### src/rtl/cskip_serial_adder_pkg.sv
// Shared definitions for the block-serial carry-skip adder:
// FSM state encoding and a small helper used by the overflow logic.
package cskip_serial_adder_pkg;

  // Controller states; encoding kept fixed so waveforms read the same across cskip blocks.
  typedef enum logic [1:0] {
    IDLE = 2'd0,
    RUN  = 2'd1,
    DONE = 2'd2
  } state_t;

  // Carry into the top bit of a slice, recovered from that bit's operands and sum.
  function automatic logic msb_carry_in(input logic a_msb, input logic b_msb, input logic sum_msb);
    return a_msb ^ b_msb ^ sum_msb;
  endfunction

endpackage

### src/rtl/cskip_serial_adder_block.sv
// cskip_block: one combinational carry-skip slice.
// The sum is always the ripple sum; the carry-out bypasses the ripple chain
// when every bit of the slice propagates.
module cskip_block #(
  parameter int BLOCK = 4
) (
  input  logic [BLOCK-1:0] a,
  input  logic [BLOCK-1:0] b,
  input  logic             cin,
  output logic [BLOCK-1:0] sum,
  output logic             cout,
  output logic             p_all
);

  logic ripple_cout;

  // Ripple adder across the slice, LSB first.
  always_comb begin
    logic carry;
    sum   = '0;
    carry = cin;
    for (int i = 0; i < BLOCK; i++) begin
      sum[i] = a[i] ^ b[i] ^ carry;
      carry  = (a[i] & b[i]) | (carry & (a[i] ^ b[i]));
    end
    ripple_cout = carry;
  end

  // Skip mux: a fully propagating slice passes its carry-in straight through.
  always_comb begin
    p_all = &(a ^ b);
    cout  = p_all ? cin : ripple_cout;
  end

endmodule

### src/rtl/cskip_serial_adder.sv
// cskip_serial_adder: WIDTH-bit adder that pushes one BLOCK-bit slice per
// cycle through a single carry-skip slice, LSB first, with the slice carry
// registered between cycles. valid/ready handshake on input and output.
module cskip_serial_adder
  import cskip_serial_adder_pkg::*;
#(
  parameter int WIDTH = 16,
  parameter int BLOCK = 4
) (
  input  logic                             i_clk,
  input  logic                             i_rst_n,
  input  logic                             i_valid,
  output logic                             o_ready,
  input  logic [WIDTH-1:0]                 i_add_term1,
  input  logic [WIDTH-1:0]                 i_add_term2,
  input  logic                             cin,
  output logic                             o_valid,
  input  logic                             i_ready,
  output logic [WIDTH-1:0]                 o_result,
  output logic                             cout,
  output logic                             o_ovf,
  output logic [$clog2(WIDTH/BLOCK+1)-1:0] o_skip_cnt
);

  localparam int NBLK = WIDTH / BLOCK;
  localparam int IDXW = (NBLK > 1) ? $clog2(NBLK) : 1;
  localparam int CW   = $clog2(NBLK + 1);

  // Reject geometries the slice sequencing cannot handle.
  generate
    if ((WIDTH % BLOCK) != 0) begin : g_bad_width
      $error("cskip_serial_adder: WIDTH must be a multiple of BLOCK");
    end
    if (NBLK < 2) begin : g_bad_nblk
      $error("cskip_serial_adder: WIDTH/BLOCK must be at least 2");
    end
  endgenerate

  state_t            state_q, state_d;
  logic [WIDTH-1:0]  a_q, a_d;        // operand A, shifted right one slice per RUN cycle
  logic [WIDTH-1:0]  b_q, b_d;        // operand B, shifted alongside A
  logic              carry_q, carry_d;
  logic [IDXW-1:0]   idx_q, idx_d;
  logic [WIDTH-1:0]  result_q, result_d;
  logic              cout_q, cout_d;
  logic              ovf_q, ovf_d;
  logic [CW-1:0]     skip_q, skip_d;

  logic [BLOCK-1:0]  a_slice, b_slice, sum_slice;
  logic              slice_cout, slice_p;
  logic              last_slice;
  logic              accept;

  // The current slice is always the low BLOCK bits of the shifting operand registers.
  assign a_slice    = a_q[BLOCK-1:0];
  assign b_slice    = b_q[BLOCK-1:0];
  assign last_slice = (idx_q == IDXW'(NBLK - 1));
  assign accept     = o_ready & i_valid;

  cskip_block #(
    .BLOCK (BLOCK)
  ) u_block (
    .a     (a_slice),
    .b     (b_slice),
    .cin   (carry_q),
    .sum   (sum_slice),
    .cout  (slice_cout),
    .p_all (slice_p)
  );

  // State and datapath registers; reset aborts any add in flight.
  always_ff @(posedge i_clk or negedge i_rst_n) begin
    if (!i_rst_n) begin
      state_q  <= IDLE;
      a_q      <= '0;
      b_q      <= '0;
      carry_q  <= 1'b0;
      idx_q    <= '0;
      result_q <= '0;
      cout_q   <= 1'b0;
      ovf_q    <= 1'b0;
      skip_q   <= '0;
    end else begin
      state_q  <= state_d;
      a_q      <= a_d;
      b_q      <= b_d;
      carry_q  <= carry_d;
      idx_q    <= idx_d;
      result_q <= result_d;
      cout_q   <= cout_d;
      ovf_q    <= ovf_d;
      skip_q   <= skip_d;
    end
  end

  // Next-state: IDLE -> RUN on accept, RUN -> DONE after the last slice,
  // DONE -> RUN (back-to-back) or IDLE once the consumer takes the result.
  always_comb begin
    state_d = state_q;
    case (state_q)
      IDLE: if (i_valid) state_d = RUN;
      RUN:  if (last_slice) state_d = DONE;
      DONE: if (i_ready) state_d = i_valid ? RUN : IDLE;
      default: state_d = IDLE;
    endcase
  end

  // Datapath: latch operands on accept, then fold in one slice per RUN cycle.
  always_comb begin
    a_d      = a_q;
    b_d      = b_q;
    carry_d  = carry_q;
    idx_d    = idx_q;
    result_d = result_q;
    cout_d   = cout_q;
    ovf_d    = ovf_q;
    skip_d   = skip_q;
    if (accept) begin
      a_d      = i_add_term1;
      b_d      = i_add_term2;
      carry_d  = cin;
      idx_d    = '0;
      result_d = '0;
      cout_d   = 1'b0;
      ovf_d    = 1'b0;
      skip_d   = '0;
    end else if (state_q == RUN) begin
      result_d[int'(idx_q) * BLOCK +: BLOCK] = sum_slice;
      carry_d = slice_cout;
      a_d     = a_q >> BLOCK;
      b_d     = b_q >> BLOCK;
      if (slice_p) skip_d = skip_q + CW'(1);
      if (last_slice) begin
        cout_d = slice_cout;
        ovf_d  = msb_carry_in(a_slice[BLOCK-1], b_slice[BLOCK-1], sum_slice[BLOCK-1]) ^ slice_cout;
      end else begin
        idx_d = idx_q + IDXW'(1);
      end
    end
  end

  // Outputs: handshake decoded from state, results straight from registers.
  always_comb begin
    o_ready    = (state_q == IDLE) | ((state_q == DONE) & i_ready);
    o_valid    = (state_q == DONE);
    o_result   = result_q;
    cout       = cout_q;
    o_ovf      = ovf_q;
    o_skip_cnt = skip_q;
  end

endmodule

### config.mk
export PLATFORM = sky130hd
export DESIGN_NAME = cskip_serial_adder
export DESIGN_NICKNAME = d
export VERILOG_FILES = /design/src/rtl/cskip_serial_adder_pkg.sv /design/src/rtl/cskip_serial_adder_block.sv /design/src/rtl/cskip_serial_adder.sv
export SDC_FILE = /design/constraint.sdc
export NUM_CORES = 1
export LEC_CHECK = 0
export CORE_MARGIN = 2
export CORE_UTILIZATION = 40
export CTS_BUF_LIST = sky130_fd_sc_hd__clkbuf_2
export DETAILED_ROUTE_END_ITERATION = 10
export PLACE_DENSITY = 0.73
export SKIP_LAST_GASP = 1
export SLEW_MARGIN = 25
export SYNTH_ARGS = -nofsm -noshare
export SYNTH_HDL_FRONTEND = slang
export SYNTH_HIERARCHICAL = 1
export SYNTH_SLANG_ARGS = --single-unit
export TNS_END_PERCENT = 5
### constraint.sdc
create_clock -name i_clk -period 2.6 [get_ports i_clk]
set_input_delay 0.26 -clock i_clk [delete_from_list [all_inputs] [get_ports i_clk]]
set_output_delay 0.26 -clock i_clk [all_outputs]
set_load 0.05 [all_outputs]
== Word-level counts from Yosys, hierarchy flattened ==
Cells that the tools add are included.

* Reductions and logical operators: 9
* Eq/ne operators: 7
* Multiplexer cells: 27
* Add/subtract/negate cells: 3
* Bitwise operators: 26
* Shift operators: 2

{| class="wikitable"
|+ Operators with widths
! kind !! number
|-
| $mux W16 || 6
|-
| $neg A4 Y33 || 1
|-
| $shift A4 B33 Y16 const A || 1
|-
| $shiftx A4 B33 Y16 || 1
|-
| $bwmux W16 || 1
|-
| $mux W2 || 6
|-
| $and A1 B1 Y1 || 10
|-
| $mux W1 || 10
|-
| $xor A1 B1 Y1 || 10
|-
| $mux W3 || 3
|-
| $pmux W2 S3 || 1
|-
| $reduce_and A2 Y1 || 3
|-
| $reduce_bool A2 Y1 || 3
|-
| $or A1 B1 Y1 || 5
|-
| $eq A2 B2 Y1 const B || 2
|-
| $ne A2 B1 Y1 const B || 2
|-
| $ne A2 B2 Y1 const B || 2
|-
| $reduce_and A4 Y1 || 1
|-
| $xor A4 B4 Y4 || 1
|-
| $add A3 B1 Y3 const B || 1
|-
| $reduce_and A3 Y1 || 1
|-
| $add A2 B1 Y2 const B || 1
|-
| $eq A2 B1 Y1 const B || 1
|-
| $logic_not A2 Y1 || 1
|}

* Bits in registers: 58
* Output and inout port bits: 23
* Input bits: 37
* Logic and storage cells: 83

== Depth between registers and ports, before layout ==
* Word-level depth: 14
* Depth in mapped cells: 11
* Gate-level depth less buffers: 11

== Hierarchy ==
Netlist, hierarchy kept.

{| class="wikitable"
|+ By module, submodules not included
! module !! times used !! area an instance (um^2) !! seq. area each (um^2) !! cells an instance
|-
| cskip_serial_adder || 1 || 2,758.9 || 1,451.4 || 254
|-
| cskip_block || 1 || 188.9 || 0.0 || 20
|}

== Worst setup path before layout ==
Ideal clock, no wire load.

* Path kind: reg-to-reg
* From: reg a_q[0]
* To: reg result_q[15], in the netlist o_result[15]
* Clock period less this slack: 2.635 ns
* Arrival: 2.557 ns
* Setup slack: -0.035 ns
* Data required time: 2.523 ns
* Library setup time: 0.077 ns
* Stages on the path, launching flop included: 12
* Buffers on the path: 0
* Cells stage by stage: dfrtp_1 > fa_1 > inv_1 > fa_1 > inv_1 > fa_1 > inv_1 > fa_1 > inv_1 > nand2b_1 > or4_1 > a21oi_1

* Longest elaborated chain between the ends: 12
* Elaborated cells on any way between the ends: 16
* Classes of those cells: 1 x shift; 3 x mux; 12 x bitwise

{| class="wikitable"
|+ Ends and longest elaborated chain
! what !! line !! RTL
|-
| from (decl) || cskip_serial_adder.sv:40 || <nowiki>logic [WIDTH-1:0] a_q, a_d;</nowiki>
|-
| from (signal assigned) || cskip_serial_adder.sv:75 || <nowiki>a_q <= '0;</nowiki>
|-
| from (signal assigned) || cskip_serial_adder.sv:85 || <nowiki>a_q <= a_d;</nowiki>
|-
| $xor A1 B1 Y1 || cskip_serial_adder_block.sv:24 || <nowiki>carry = (a[i] & b[i]) | (carry & (a[i] ^ b[i]));</nowiki>
|-
| $and A1 B1 Y1 || cskip_serial_adder_block.sv:24 ||
|-
| $or A1 B1 Y1 (*) || cskip_serial_adder_block.sv:24 ||
|-
| $and A1 B1 Y1 (*) || cskip_serial_adder_block.sv:24 ||
|-
| $or A1 B1 Y1 (*) || cskip_serial_adder_block.sv:24 ||
|-
| $and A1 B1 Y1 (*) || cskip_serial_adder_block.sv:24 ||
|-
| $or A1 B1 Y1 (*) || cskip_serial_adder_block.sv:24 ||
|-
| $xor A1 B1 Y1 (*) || cskip_serial_adder_block.sv:23 || <nowiki>sum[i] = a[i] ^ b[i] ^ carry;</nowiki>
|-
| net sum_slice[3] || cskip_serial_adder.sv:49 || <nowiki>logic [BLOCK-1:0] a_slice, b_slice, sum_slice;</nowiki>
|-
| $shiftx A4 B33 Y16 (*) || cskip_serial_adder.sv:128 || <nowiki>result_d[int'(idx_q) * BLOCK +: BLOCK] = sum_slice;</nowiki>
|-
| $bwmux W16 (*) || cskip_serial_adder.sv:128 ||
|-
| $mux W16 (*) || cskip_serial_adder.sv:127 || <nowiki>end else if (state_q == RUN) begin</nowiki>
|-
| $mux W16 (*) || cskip_serial_adder.sv:118 || <nowiki>if (accept) begin</nowiki>
|-
| to (signal assigned) || cskip_serial_adder.sv:89 || <nowiki>result_q <= result_d;</nowiki>
|-
| to (decl) || cskip_serial_adder.sv:44 || <nowiki>logic [WIDTH-1:0] result_q, result_d;</nowiki>
|}

The timed path passes the listed nets; every way through them passes the cells marked *. The select of a mux whose other input is x is not followed.
A chain may end at the register's enable or synchronous reset.

== Worst setup path after layout ==
Ends and elaborated chain as after synthesis.

==> results.json <==
{
  "intPower_uw": 2525,
  "p_clk_share_pct": 11.5,
  "synth_edf_count": 0,
  "crit_required_ns": 3.03,
  "postRouteWirelength_um": 6544,
  "critical_path_arrival_ns": 3.00,
  "status": "finished clean",
  "worstSetupStartpointType": "flip-flop",
  "fin_util_pct": 52.28,
  "cts.sinks": 58,
  "synth_top_area_share_pct": 49.24,
  "p_leak_uw": 0.001672,
  "period_needed_ns": 2.570,
  "yosysSeqAreaShare_pct": 49.24,
  "dp_hpwl_um": 4582,
  "clock_path_buffers": 2,
  "end_kind": "flip-flop",
  "wire_per_inst_um": 14.81,
  "viasPerCell": 5.199,
  "num_vias": 2298,
  "die_h_um": 89.85,
  "finalWeightedCongestion": 0.8577,
  "synth.avg_cell_area_um2": 10.76,
  "cp_max_fo": 3,
  "cts_buffers": 9,
  "grt_first_pass_wirelength_um": 10870,
  "fmax_mhz": 389.1,
  "port_buffers": 59,
  "syn_area_mm2": 0.002948,
  "fp.coreArea_mm2": 0.007176,
  "drive_above_1_share_pct": 11.95,
  "synth_cell_type_count": 40,
  "synth_most_common_cell": "dfrtp_1",
  "skew_ns": 0.03472,
  "dr.pass1.iters": 4,
  "floorplan.initialDensity_pct": 41.08,
  "rsz0062_at_grt": "true",
  "fin_cells": 442,
  "antenna_found_initial": 0,
  "grt_overflow": 0,
  "p_sw_uw": 2069,
  "cts_tree": "built",
  "clk_latency_ns": 0.48,
  "p_per_area_mw_per_mm2": 1225,
  "dp.cells": 424,
  "finalCritPeriodShare_pct": 98.84,
  "synthFlopType": "dfrtp_1",
  "reg2regPathDepth": 11,
  "vdd_drop_max_mv": 0.3959,
  "die_x_um": 89.85,
  "maxCapViolations": 0,
  "path_class": "flip-flop to flip-flop",
  "clkTransAtPathRegs_ns": 0.17,
  "sw_frac_of_total_pct": 45.03,
  "drtIter0Drc": 108,
  "synth_nets": 326,
  "grt_usage_pct": 16.96,
  "pre_cts_ws_ns": -0.06934,
  "drc": 0,
  "root_buffer": "clkbuf_2",
  "hold_depth": 3,
  "yosys_warnings": 6,
  "drtAntennaViolNets": 0,
  "ioPinCount": 60,
  "synth_largest_area_cell": "dfrtp_1",
  "synthTopCellsByArea": "dfrtp_1 49%, mux2i_1 5.8%, ha_1 4.7%",
  "antenna_cells": 0,
  "worstMarginPinSlew_ns": 0.7830,
  "finalSetupViolCount": 0,
  "synth-seq-cells": 58,
  "fp-row-count": 31,
  "drv_slew": 0,
  "syn_inst": 274,
  "die_area_mm2": 0.008072,
  "area_growth_pct": 27.25,
  "hold_violations": 0,
  "grt_max_degree": 47,
  "slew_headroom_pct": 47.80,
  "final_nets": 391,
  "setup_ws_ns": 0.03010,
  "ys_async_sr_fraction_pct": 100.0,
  "grt_pass1_vias": 2185,
  "power_frac_comb_pct": 55.1,
  "hp-class": "input pin to flip-flop",
  "cts_htree_levels": 3,
  "synth_common_cells": "58 x dfrtp_1, 26 x o21ai_0, 23 x nand3_1, 20 x nand2_1, 17 x mux2i_1",
  "p_seq_share_pct": 33.4
}
power by group through the flow:
stage          logic, µW  registers [µW]  clock network, µW
2_1_floorplan       1560            1770                  0
3_3_place_gp        2400            1530                  0
3_5_place_dp        2450            1550                  0
4_1_cts             2520            1540                540
5_1_grt             2780            1580                584
6_report            2530            1530                528
area by class of cell:
class | instances | area, µm²
fillers | 667 | 3425
flip-flops and latches | 58 | 1451
multi-input cells | 183 | 1336
repair buffers | 73 | 690.7
well taps | 99 | 123.9
inverters | 14 | 52.55
clock buffers | 10 | 50.05
clock inverters | 5 | 46.29
cells by family (layout without fill, tap and decap cells):
| kind of cell | count (synthesis) | after routing | share of synthesized area (%) |
|---|---|---|---|
| mux | 17 | 17 | 5.772 |
| fa+ha+maj | 15 | 15 | 7.385 |
| flops | 58 | 58 | 49.24 |
| compound gates | 59 | 59 | 13.67 |
| simple gates | 88 | 88 | 16.81 |
| buf+inv | 33 | 102 | 5.942 |
| xor+xnor | 4 | 4 | 1.189 |
registers in the layout (all words and copies together) (netlist names), 2 cells and up:
signal and cells:
o_skip_cnt 3, idx_q 2, a_q 16, o_result 16, state_q 2, b_q 16
worst max-delay path: stages, from the launching register on:
cell and delay [ns]:
dfrtp_1 0.43, fa_2 0.39, inv_2 0.06, fa_1 0.14
inv_1 0.05, fa_2 0.33, inv_2 0.06, fa_1 0.41
inv_2 0.09, nand2b_1 0.06, or4_4 0.41, a21oi_2 0.12
final timing paths:
check | slack (ns) | from | to
worst min register to register | 0.52 | o_result[6] | o_result[6]
max in group asynchronous | 1.54 | i_rst_n | a_q[10]
worst max-delay path | 0.03 | a_q[0] | o_result[15]
worst min-delay path | 0.33 | i_add_term2[15] | b_q[15]
min in group asynchronous | 0.36 | i_rst_n | o_result[3]
worst max register to register | 0.03 | a_q[0] | o_result[15]
per-layer routing:
metal / up-vias / part of all wire (%) / global-route usage, %
met5: - / 0 / 0
met4: 0 / 1.3 / 4.744
met3: 9 / 4.9 / 5.700
met2: 68 / 48 / 26.52
met1: 1117 / 46 / 22.68
li1: 1104 / - / -
placed cells by master, fill, tap and decap left out, drive strengths merged:
master / synthesis / routed
a311oi: 1 / 1
bufinv: 0 / 1
dlygate4sd3: 0 / 1
dfrtp: 58 / 58
or4: 1 / 1
and2: 11 / 11
clkbuf: 4 / 10
nand4: 8 / 8
nand3: 23 / 23
nand4b: 1 / 1
nand2: 20 / 20
a32oi: 1 / 1
nand3b: 5 / 5
buf: 15 / 15
or3b: 1 / 1
and3b: 1 / 1
o211ai: 1 / 1
xnor2: 3 / 3
nor2: 7 / 7
fa: 4 / 4
a22o: 4 / 4
xor2: 1 / 1
clkdlybuf4s50: 0 / 57
a221o: 11 / 11
nor4: 1 / 1
inv: 14 / 14
a21oi: 11 / 11
and2b: 2 / 2
nor2b: 1 / 1
o22ai: 1 / 1
ha: 11 / 11
and4: 2 / 2
o21ai: 26 / 26
clkinv: 0 / 4
mux2i: 17 / 17
a32o: 3 / 3
nand2b: 4 / 4
what timing repair did:
| item | in CTS | in global routing |
|---|---|---|
| gates resized for setup | 4 | 2 |
| hold buffers | 1 | 0 |
| buffers inserted | 1 | 1 |
| pin swaps | 3 | 3 |
| cloned | 0 | 0 |
| endpoints found under the hold margin | 34 | 0 |
| setup endpoints to repair | 2 | 2 |
through the flow:
| stage | power [µW] | hold slack, ns | area (µm²) | setup TNS (ns) |
|---|---|---|---|---|
| 4_1_cts | 4595 | 0.2954 | 3736 | -0.01033 |
| 2_1_floorplan | 3333 | -0.03559 | 2948 | 0 |
| 3_5_place_dp | 4004 | 0.3828 | 3617 | -0.06934 |
| 5_1_grt | 4945 | 0.2796 | 3751 | -0.1106 |
| 3_3_place_gp | 3937 | 0.3785 | 3617 | -0.01094 |
| 6_report | 4594 | 0.3265 | 3751 | 0 |
No activity file was read; power rests on OpenSTA's default activity.
